[src/rtl/store_buffer_mem_stage_pkg.sv]
// Shared widths and entry layout for the MEM-stage store buffer.
// Optional youngest-match load forwarding is enabled by defining STORE_FWD_EN.
package store_buffer_mem_stage_pkg;

  localparam int WORD_LEN         = 32;
  localparam int SB_DEPTH_DEFAULT = 4;
  localparam int SB_TAG_LEN       = WORD_LEN - 2;

  typedef struct packed {
    logic [SB_TAG_LEN-1:0] tag;
    logic [WORD_LEN-1:0]   data;
  } sb_entry_t;

  function automatic logic [SB_TAG_LEN-1:0] word_tag(input logic [WORD_LEN-1:0] addr);
    return addr[WORD_LEN-1:2];
  endfunction

endpackage

[src/rtl/store_buffer_mem_stage_sb_fifo.sv]
// Circular store buffer with per-entry valid bits and an address search port.
// With STORE_FWD_EN the search also returns the data of the youngest match.
module sb_fifo
  import store_buffer_mem_stage_pkg::*;
#(
  parameter  int DEPTH   = SB_DEPTH_DEFAULT,
  localparam int PTR_LEN = $clog2(DEPTH)
) (
  input  logic                  clk,
  input  logic                  rst,
  input  logic                  push,
  input  logic [SB_TAG_LEN-1:0] push_tag,
  input  logic [WORD_LEN-1:0]   push_data,
  input  logic                  pop,
  output logic [SB_TAG_LEN-1:0] head_tag,
  output logic [WORD_LEN-1:0]   head_data,
  output logic [PTR_LEN:0]      count,
  input  logic [SB_TAG_LEN-1:0] search_tag,
`ifdef STORE_FWD_EN
  output logic [WORD_LEN-1:0]   hit_data,
`endif
  output logic                  hit
);

  sb_entry_t          entry_q [DEPTH];
  logic [DEPTH-1:0]   valid_q;
  logic [PTR_LEN-1:0] head_q;
  logic [PTR_LEN-1:0] tail_q;
  logic [PTR_LEN:0]   count_q;
  logic [PTR_LEN-1:0] search_idx;

  // NOTE: only control state is reset; payloads are qualified by valid_q, so resetting the array would add flops for nothing.
  always_ff @(posedge clk) begin
    if (rst) begin
      valid_q <= '0;
      head_q  <= '0;
      tail_q  <= '0;
      count_q <= '0;
    end else begin
      if (push) begin
        valid_q[tail_q] <= 1'b1;
        tail_q          <= tail_q + PTR_LEN'(1);
      end
      if (pop) begin
        valid_q[head_q] <= 1'b0;
        head_q          <= head_q + PTR_LEN'(1);
      end
      case ({push, pop})
        2'b10:   count_q <= count_q + (PTR_LEN+1)'(1);
        2'b01:   count_q <= count_q - (PTR_LEN+1)'(1);
        default: count_q <= count_q;
      endcase
    end
  end

  always_ff @(posedge clk) begin
    if (push) entry_q[tail_q] <= '{tag: push_tag, data: push_data};
  end

  assign head_tag  = entry_q[head_q].tag;
  assign head_data = entry_q[head_q].data;
  assign count     = count_q;

  // Walk oldest to youngest so the last match seen is the youngest one.
  // NOTE: every output of this block gets a default first, so no latch can be inferred.
  always_comb begin
    hit        = 1'b0;
    search_idx = head_q;
`ifdef STORE_FWD_EN
    hit_data   = '0;
`endif
    for (int i = 0; i < DEPTH; i++) begin
      search_idx = head_q + PTR_LEN'(i);
      if (valid_q[search_idx] && entry_q[search_idx].tag == search_tag) begin
        hit      = 1'b1;
`ifdef STORE_FWD_EN
        hit_data = entry_q[search_idx].data;
`endif
      end
    end
  end

endmodule

[src/rtl/store_buffer_mem_stage.sv]
// MEM-stage front end: posts stores into sb_fifo, drains them on idle cycles, services loads.
// STORE_FWD_EN selects buffer forwarding; otherwise a matching load stalls until drained.
module store_buffer_mem_stage
  import store_buffer_mem_stage_pkg::*;
#(
  parameter  int SB_DEPTH   = SB_DEPTH_DEFAULT,
  localparam int SB_PTR_LEN = $clog2(SB_DEPTH)
) (
  input  logic                  clk,
  input  logic                  rst,
  input  logic                  memReadIn,
  input  logic                  memWriteIn,
  input  logic [WORD_LEN-1:0]   addressIn,
  input  logic [WORD_LEN-1:0]   storeDataIn,
  output logic [WORD_LEN-1:0]   loadDataOut,
  output logic                  stall,
  output logic                  memWriteEn,
  output logic [WORD_LEN-1:0]   memAddress,
  output logic [WORD_LEN-1:0]   memDataIn,
  input  logic [WORD_LEN-1:0]   memDataOut,
  output logic [SB_PTR_LEN:0]   sbCount
);

  localparam logic [SB_PTR_LEN:0] FULL_COUNT = (SB_PTR_LEN+1)'(SB_DEPTH);

  logic                  is_load;
  logic                  full;
  logic                  empty;
  logic                  drain;
  logic                  accept;
  logic                  hit;
  logic [SB_TAG_LEN-1:0] head_tag;
  logic [WORD_LEN-1:0]   head_data;
`ifdef STORE_FWD_EN
  logic [WORD_LEN-1:0]   hit_data;
`endif

  sb_fifo #(.DEPTH(SB_DEPTH)) u_sb_fifo (
    .clk        (clk),
    .rst        (rst),
    .push       (accept),
    .push_tag   (word_tag(addressIn)),
    .push_data  (storeDataIn),
    .pop        (drain),
    .head_tag   (head_tag),
    .head_data  (head_data),
    .count      (sbCount),
    .search_tag (word_tag(addressIn)),
`ifdef STORE_FWD_EN
    .hit_data   (hit_data),
`endif
    .hit        (hit)
  );

  // A simultaneous read and write is illegal; the store wins.
  assign is_load = memReadIn & ~memWriteIn;
  assign full    = (sbCount == FULL_COUNT);
  assign empty   = (sbCount == '0);

`ifdef STORE_FWD_EN
  assign stall = memWriteIn & full;
`else
  assign stall = (memWriteIn & full) | (is_load & hit);
`endif

  // A stall cycle is also a drain cycle, which bounds every stall.
  assign drain  = ~empty & ((~memReadIn & ~memWriteIn) | stall);
  assign accept = memWriteIn & ~stall;

  // NOTE: combinational outputs use blocking assignments; only clocked state uses <=.
  always_comb begin
    memWriteEn  = drain;
    memAddress  = '0;
    memDataIn   = '0;
    loadDataOut = '0;
    if (drain) begin
      memAddress = {head_tag, 2'b00};
      memDataIn  = head_data;
    end else if (is_load) begin
      memAddress = addressIn;
    end
    if (is_load) begin
`ifdef STORE_FWD_EN
      loadDataOut = hit ? hit_data : memDataOut;
`else
      loadDataOut = memDataOut;
`endif
    end
  end

  always_ff @(posedge clk) begin
    if (!rst) assert (!(memReadIn && memWriteIn));
  end

endmodule
[config.mk]
export PLATFORM = sky130hd
export DESIGN_NAME = store_buffer_mem_stage
export DESIGN_NICKNAME = d
export VERILOG_FILES = /design/src/rtl/store_buffer_mem_stage_pkg.sv /design/src/rtl/store_buffer_mem_stage_sb_fifo.sv /design/src/rtl/store_buffer_mem_stage.sv
export SDC_FILE = /design/constraint.sdc
export NUM_CORES = 1
export LEC_CHECK = 0
export ABC_AREA = 1
export CORE_MARGIN = 4
export CORE_UTILIZATION = 57
export DETAILED_ROUTE_END_ITERATION = 10
export PLACE_DENSITY = 0.82
export SYNTH_ARGS = -nofsm -noshare
export SYNTH_HDL_FRONTEND = slang
export SYNTH_SLANG_ARGS = --single-unit
[constraint.sdc]
create_clock -name clk -period 5.2 [get_ports clk]
set_clock_uncertainty 0.05 [all_clocks]
set_input_delay 0.78 -clock clk [delete_from_list [all_inputs] [get_ports clk]]
set_output_delay 0.78 -clock clk [all_outputs]
set_load 0.05 [all_outputs]
# Word-level counts from Yosys, hierarchy flattened
# Memory sizes are Yosys's and may differ from the RTL's. A register that Yosys moved wholly into a read port is not among the register bits.
# Cells that the tools add are included.
# W data, S select, Z words.
# totals
register_bits,11
mem_bits_rw,248
input_bits,100
out_inout_bits,101
elab_cells,76
mem_count,1
# memory_table
name,words,width,read_ports,rd_ports_with_merged_regs,wr,line_no,source
u_sb_fifo.entry_q,4,62,4,1,1,store_buffer_mem_stage_sb_fifo.sv:25,sb_entry_t entry_q [DEPTH];
# op_classes
n_addsub,6
magnitude_cmp,7
eq_ne,7
mux,28
n_bitwise,15
n_reduce_logical,8
# ops
cell,n
$mux W32,4
$eq A30 B30 Y1,4
$lt A2 B3 Y1 const B,5
$mux W1,12
$mux W4,3
$bmux W1 S2,4
$and A1 B1 Y1,6
$logic_and A1 B1 Y1,6
$pmux W3 S2,1
$add A2 B1 Y2 const B,2
$add A2 B2 Y2 const B,2
$and A4 B4 Y4,1
$demux W1 S2,2
$ge A2 B1 Y1 const B,2
$mux W2,2
$not A1 Y1,4
$not A4 Y4,1
$or A4 B4 Y4,1
$add A3 B1 Y3 const B,1
$eq A3 B3 Y1 const B,1
$logic_not A3 Y1,1
$sub A3 B1 Y3 const B,1
$eq A2 B1 Y1 const B,1
$eq A2 B2 Y1 const B,1
other kinds (2),3

# Logic depth before layout (Yosys ltp)
# logic_depth
depth_word,15
ltp_mapped,30

# Modules after synthesis
# Synthesis repeated with hierarchy kept, for this count alone.
# hier_totals
hier_cells,2144
hier_area_um2,15776.4
# by_module_without_submodules
mod,instances,cells_each,area_each_um2,seq_area_each_um2
sb_fifo,1,1827,14503.9,7707.4
store_buffer_mem_stage,1,317,1272.5,0.0

# Worst setup path before layout
# Ideal clock, no wire load.
# synth_timing
path_kind,register to output
start,register u_sb_fifo.head_q[0]
end,output port memAddress[0]
t_arrival_ns,3.408
required_ns,4.370
setup_slack_ns,0.962
stages_incl_launch_ff,24
path_cell_list,dfxtp_1 -> buf_2 -> inv_2 -> buf_6 -> buf_4 -> ha_1 -> buf_2 -> buf_1 -> nand3_1 -> nand2_1 -> nand2_1 -> o21ai_0 -> nor2_1 -> nand2_1 -> nor2_1 -> nand2_1 -> nor2_1 -> nor2_1 -> nand2_2 -> nand2_4 -> nand3_4 -> nand2_4 -> inv_2 -> nor2_1
# synth_via
elab_cells_between_ends,28
# synth_lines
item,line_no,source
from (decl),store_buffer_mem_stage_sb_fifo.sv:27,logic [PTR_LEN-1:0] head_q;
from (signal assigned),store_buffer_mem_stage_sb_fifo.sv:46,head_q <= head_q + PTR_LEN'(1);
$add A2 B2 Y2 (*),store_buffer_mem_stage_sb_fifo.sv:73,search_idx = head_q + PTR_LEN'(i);
via u_sb_fifo.search_idx[0],store_buffer_mem_stage_sb_fifo.sv:30,logic [PTR_LEN-1:0] search_idx;
$mem_v2 Z4 W62 or $bmux W1 S2 (tied branches),-,
$eq A30 B30 Y1 or $mux W1 (tied branches),store_buffer_mem_stage_sb_fifo.sv:74,if (valid_q[search_idx] && entry_q[search_idx].tag == search_tag) begin
$logic_and A1 B1 Y1 (*),store_buffer_mem_stage_sb_fifo.sv:74,
$mux W1 (*),store_buffer_mem_stage_sb_fifo.sv:74,
$and A1 B1 Y1 (*),store_buffer_mem_stage.sv:63,assign stall = (memWriteIn & full) | (is_load & hit);
$or A1 B1 Y1 (*),store_buffer_mem_stage.sv:63,
$or A1 B1 Y1 (*),store_buffer_mem_stage.sv:67,assign drain = ~empty & ((~memReadIn & ~memWriteIn) | stall);
$and A1 B1 Y1 (*),store_buffer_mem_stage.sv:67,
via memWriteEn,store_buffer_mem_stage.sv:17,"output logic memWriteEn,"
$mux W32 (*),store_buffer_mem_stage.sv:76,if (drain) begin
to (decl),store_buffer_mem_stage.sv:18,"output logic [WORD_LEN-1:0] memAddress,"
# Mark *: on every way through the listed nets, which the timed path passes. The rest lies on a longest branch. The select of a mux whose other input is x is not followed.

# Worst setup path in the final report
# layout_timing
start,register u_sb_fifo.head_q[0]
end,output port memDataIn[20]
# layout_via
elab_chain_len,12
elab_cells_between_ends,28
# layout_rtl
item,line_no,source
$add A2 B1 Y2 or $bmux W1 S2 (tied branches),"store_buffer_mem_stage_sb_fifo.sv:73, store_buffer_mem_stage_sb_fifo.sv:74",
$mem_v2 Z4 W62 (tied with other cells),-,
$eq A30 B30 Y1 (tied with other cells),store_buffer_mem_stage_sb_fifo.sv:74,
$logic_and A1 B1 Y1 or $mux W1 (tied branches),store_buffer_mem_stage_sb_fifo.sv:74,
$mux W1 (2 in series),store_buffer_mem_stage_sb_fifo.sv:74,
$mux W1 (*),store_buffer_mem_stage_sb_fifo.sv:74,
$and A1 B1 Y1 (*),store_buffer_mem_stage.sv:63,
$or A1 B1 Y1 (*),store_buffer_mem_stage.sv:63,
$or A1 B1 Y1 (*),store_buffer_mem_stage.sv:67,
$and A1 B1 Y1 (*),store_buffer_mem_stage.sv:67,
$mux W32 (*),store_buffer_mem_stage.sv:76,
to (decl),store_buffer_mem_stage.sv:19,"output logic [WORD_LEN-1:0] memDataIn,"
# Mark *: on every way between the ends. The rest lies on a longest branch, timed or not. The select of a mux whose other input is x is not followed.

==> results.py <==
metrics = {
    "status": {
        "status": "completed",
    },
    "synthesis": {
        "muxShareOfSynthArea": 0,
        "synth_top_area_frac": 0.475,
        "synth-async-reset-ratio": 0,
        "synth_nets": 2175,
        "synth_compound_area_frac": 0.0322,
        "synth.most_common_cell": "nand2_1",
        "yosysWarnings": 0,
        "synthXorXnorAreaFrac": 0.00223,
        "synth_area_leaders": "edfxtp_1 47%, nand2_1 22%, nand3_1 12%",
        "synth_top_area_cell": "edfxtp_1",
        "synth_cells": 2065,
        "synth_area_um2": 15700,
        "synthAdderAreaFrac": 0.00846,
        "yosys-top-cells-count": "918 x nand2_1, 375 x nand3_1, 248 x edfxtp_1",
        "synth_top_family_by_area": "simple AND/OR/NAND/NOR gates",
        "ys_types": 25,
        "ys_ff_latch": 261,
        "synth_edf_count": 248,
        "syn_area_per_cell_um2": 7.59,
        "synth-simple-area-share": 0.406,
        "yosysSeqAreaShare": 0.492,
        "ys.flop_type": "edfxtp_1",
    },
    "clocking": {
        "clockBufferDepth": 3,
        "cts_buffers": 29,
        "clk_pin_slew_worst_paths_ns": 0.06,
        "clk_latency_ns": 0.57,
        "clockRootBuffer": "clkbuf_16",
        "postCtsHoldBufs": 0,
        "htree_levels": 1,
        "clock_sinks": 261,
        "cts_tree": "done",
    },
    "worst_setup_path": {
        "required_ns": 4.37,
        "worst-r2r-cell-count": 26,
        "cp_max_fo": 41,
        "worstSetupPathType": "flip-flop to output pin",
        "endpoint_kind": "output pin",
        "startpoint_type": "flip-flop",
        "critical_path_arrival_ns": 4.14,
    },
    "placement": {
        "place_hpwl_um": 31300,
        "port_buffers": 200,
        "numPlacedInstances": 2527,
        "gp_congestion": 0.960,
        "post_dp_cell_area_um2": 18600,
        "place_ws_ns": 0.541,
    },
    "drt": {
        "firstDrtPassIters": 6,
        "maxUsedRoutingLayer": "met5",
        "num_vias": 15500,
        "viasPerCell": 5.99,
        "wl_um": 50100,
        "wl_met2_um": 23300,
        "drc": 0,
        "met3WireLength_um": 6160,
        "ant_nets": 0,
        "wl_met1_um": 18600,
        "drtIter0Drc": 2095,
        "detail_route.wl_per_cell_um": 19.4,
    },
    "sta": {
        "fin_tns_setup_ns": 0,
        "slew_headroom": 0.373,
        "period_needed_ns": 4.97,
        "fmax_mhz": 201,
        "final_hold_viol_count": 0,
        "finalSetupViolCount": 0,
        "postLayoutSetupSlackWorst_ns": 0.233,
        "tightest_slew_ns": 0.940,
        "post-route-period-util": 0.955,
        "slew_violations": 0,
    },
    "power": {
        "seq_power_share": 0.369,
        "finalPower_mw": 6.68,
        "p_clk_frac": 0.322,
        "ir_drop_uv": 337,
        "p_leak_nw": 8.45,
        "powerDensity_nw_per_um2": 341,
        "sw_frac_of_total": 0.346,
        "power.internal_mw": 4.37,
        "combinationalPowerShare": 0.309,
        "p_sw_mw": 2.31,
    },
    "global_route": {
        "grt_usage": 0.315,
        "overflow": 0,
        "grt_start_max_net_pins": 133,
        "grt_pass1_wl_um": 77300,
        "antenna_found_initial": 3,
        "grt_pass1_vias": 14500,
    },
    "die": {
        "die_width_um": 174,
        "die-area_um2": 30200,
        "initial_core_util": 0.580,
        "core_um2": 27000,
        "rows": 60,
        "die_h_um": 174,
        "io_pins": 201,
    },
    "flow_run": {
        "maxCapViolCount": 0,
    },
    "final_layout": {
        "multiInputGateArea_um2": 7050,
        "drive_above_1_share": 0.0844,
        "layout.nets": 2327,
        "instances_no_fill": 2582,
        "stdcell_area_um2": 19600,
        "fillers": 1992,
        "area_delta_synth_final_pct": 25.0,
        "regArea_um2": 7720,
    },
    "hold_path": {
        "hold_depth": 2,
        "hold_class": "flip-flop to flip-flop",
    },
}
-- cell usage in the layout, fill, tap and decap left out, types with 4 or more instances in the layout --
cell type	synthesis	routed
buf_12	0	78
dfxtp_1	13	10
o21ai_0	22	22
nand2_1	918	918
a21oi_1	73	73
clkdlybuf4s50_1	0	134
clkinv_2	0	5
o21ai_1	6	6
edfxtp_1	248	248
ha_1	9	8
clkinv_1	1	8
inv_2	5	6
nand3_1	375	375
nor3_2	32	32
xor2_1	4	4
nor2_1	127	126
clkbuf_16	0	29
buf_4	5	13
nand4_1	31	31
inv_1	87	83
bufinv_16	0	5
-- metrics by stage --
stage / util / hold WS [ns]
finish: 0.725 / 0.486
global route: 0.725 / 0.513
CTS: 0.724 / 0.485
detailed placement: 0.687 / 0.471
global placement: 0.687 / 0.447
floorplan: - / 0.446
-- power groups by stage --
stage / registers (mW) / clock network (mW) / logic, mW
2_1_floorplan: 2.51 / 0 / 1.27
3_3_place_gp: 2.50 / 0 / 1.98
3_5_place_dp: 2.50 / 0 / 2.02
4_1_cts: 2.46 / 2.16 / 2.03
5_1_grt: 2.47 / 2.26 / 2.22
6_report: 2.46 / 2.15 / 2.07
-- final timing paths --
check                           start                 end  slack, ns
hold / removal     u_sb_fifo.count[2]  u_sb_fifo.count[2]       0.49
setup / recovery  u_sb_fifo.head_q[0]       memDataIn[20]       0.23
setup reg to reg  u_sb_fifo.head_q[0]  u_sb_fifo.count[2]       0.75
hold reg to reg    u_sb_fifo.count[2]  u_sb_fifo.count[2]       0.49
-- critical path: stages, from the launching register on --
cell	delay, ns
dfxtp_4	0.36
clkinv_2	0.08
ha_2	0.30
clkbuf_8	0.27
buf_6	0.24
nand3_1	0.14
nand2_1	0.07
nand2_1	0.08
nand2_1	0.08
nor2_1	0.09
nand2_1	0.05
nor2_1	0.21
nand2_1	0.09
nor2_1	0.11
nor2_1	0.06
nand2_2	0.08
nand2_4	0.09
nand3_4	0.12
nand2_4	0.25
buf_6	0.31
nor3_2	0.27
buf_12	0.18
-- final cells by class --
cell class,instances,area share
Tap cell,341,0.0218
Timing Repair Buffer,229,0.156
Antenna cell,1,0.000128
Sequential cell,261,0.394
Clock inverter,22,0.0133
Clock buffer,32,0.0376
Multi-Input combinational cell,1603,0.360
Inverter,93,0.0181
-- kinds of logic (layout without fill, tap and decap cells) --
| logic type | Yosys count | after routing |
|---|---|---|
| compound gates | 101 | 101 |
| xor+xnor | 4 | 4 |
| fa+ha+maj | 10 | 10 |
| buf+inv | 201 | 376 |
| flops | 261 | 261 |
| other cells | 0 | 1 |
| simple gates | 1488 | 1488 |
-- registers in the layout, indices dropped and copies added, names as in the netlist, named ones only --
signal	count
u_sb_fifo.head_q	2
u_sb_fifo.tail_q	2
u_sb_fifo.entry_q	248
u_sb_fifo.count	3
u_sb_fifo.valid_q	4
-- layer usage --
metal  global-route usage  up-vias
met2                0.516     1099
met4                0.113        4
met3               0.0726      198
met1                0.413     6973
met5                    0        -
li1                     -     7182
-- timing repair --
action	4_1_cts	5_1_grt
gates resized for setup	0	7
buffers inserted	0	0
endpoints found under the setup margin	0	64
Power figures use the tool's default switching activity.
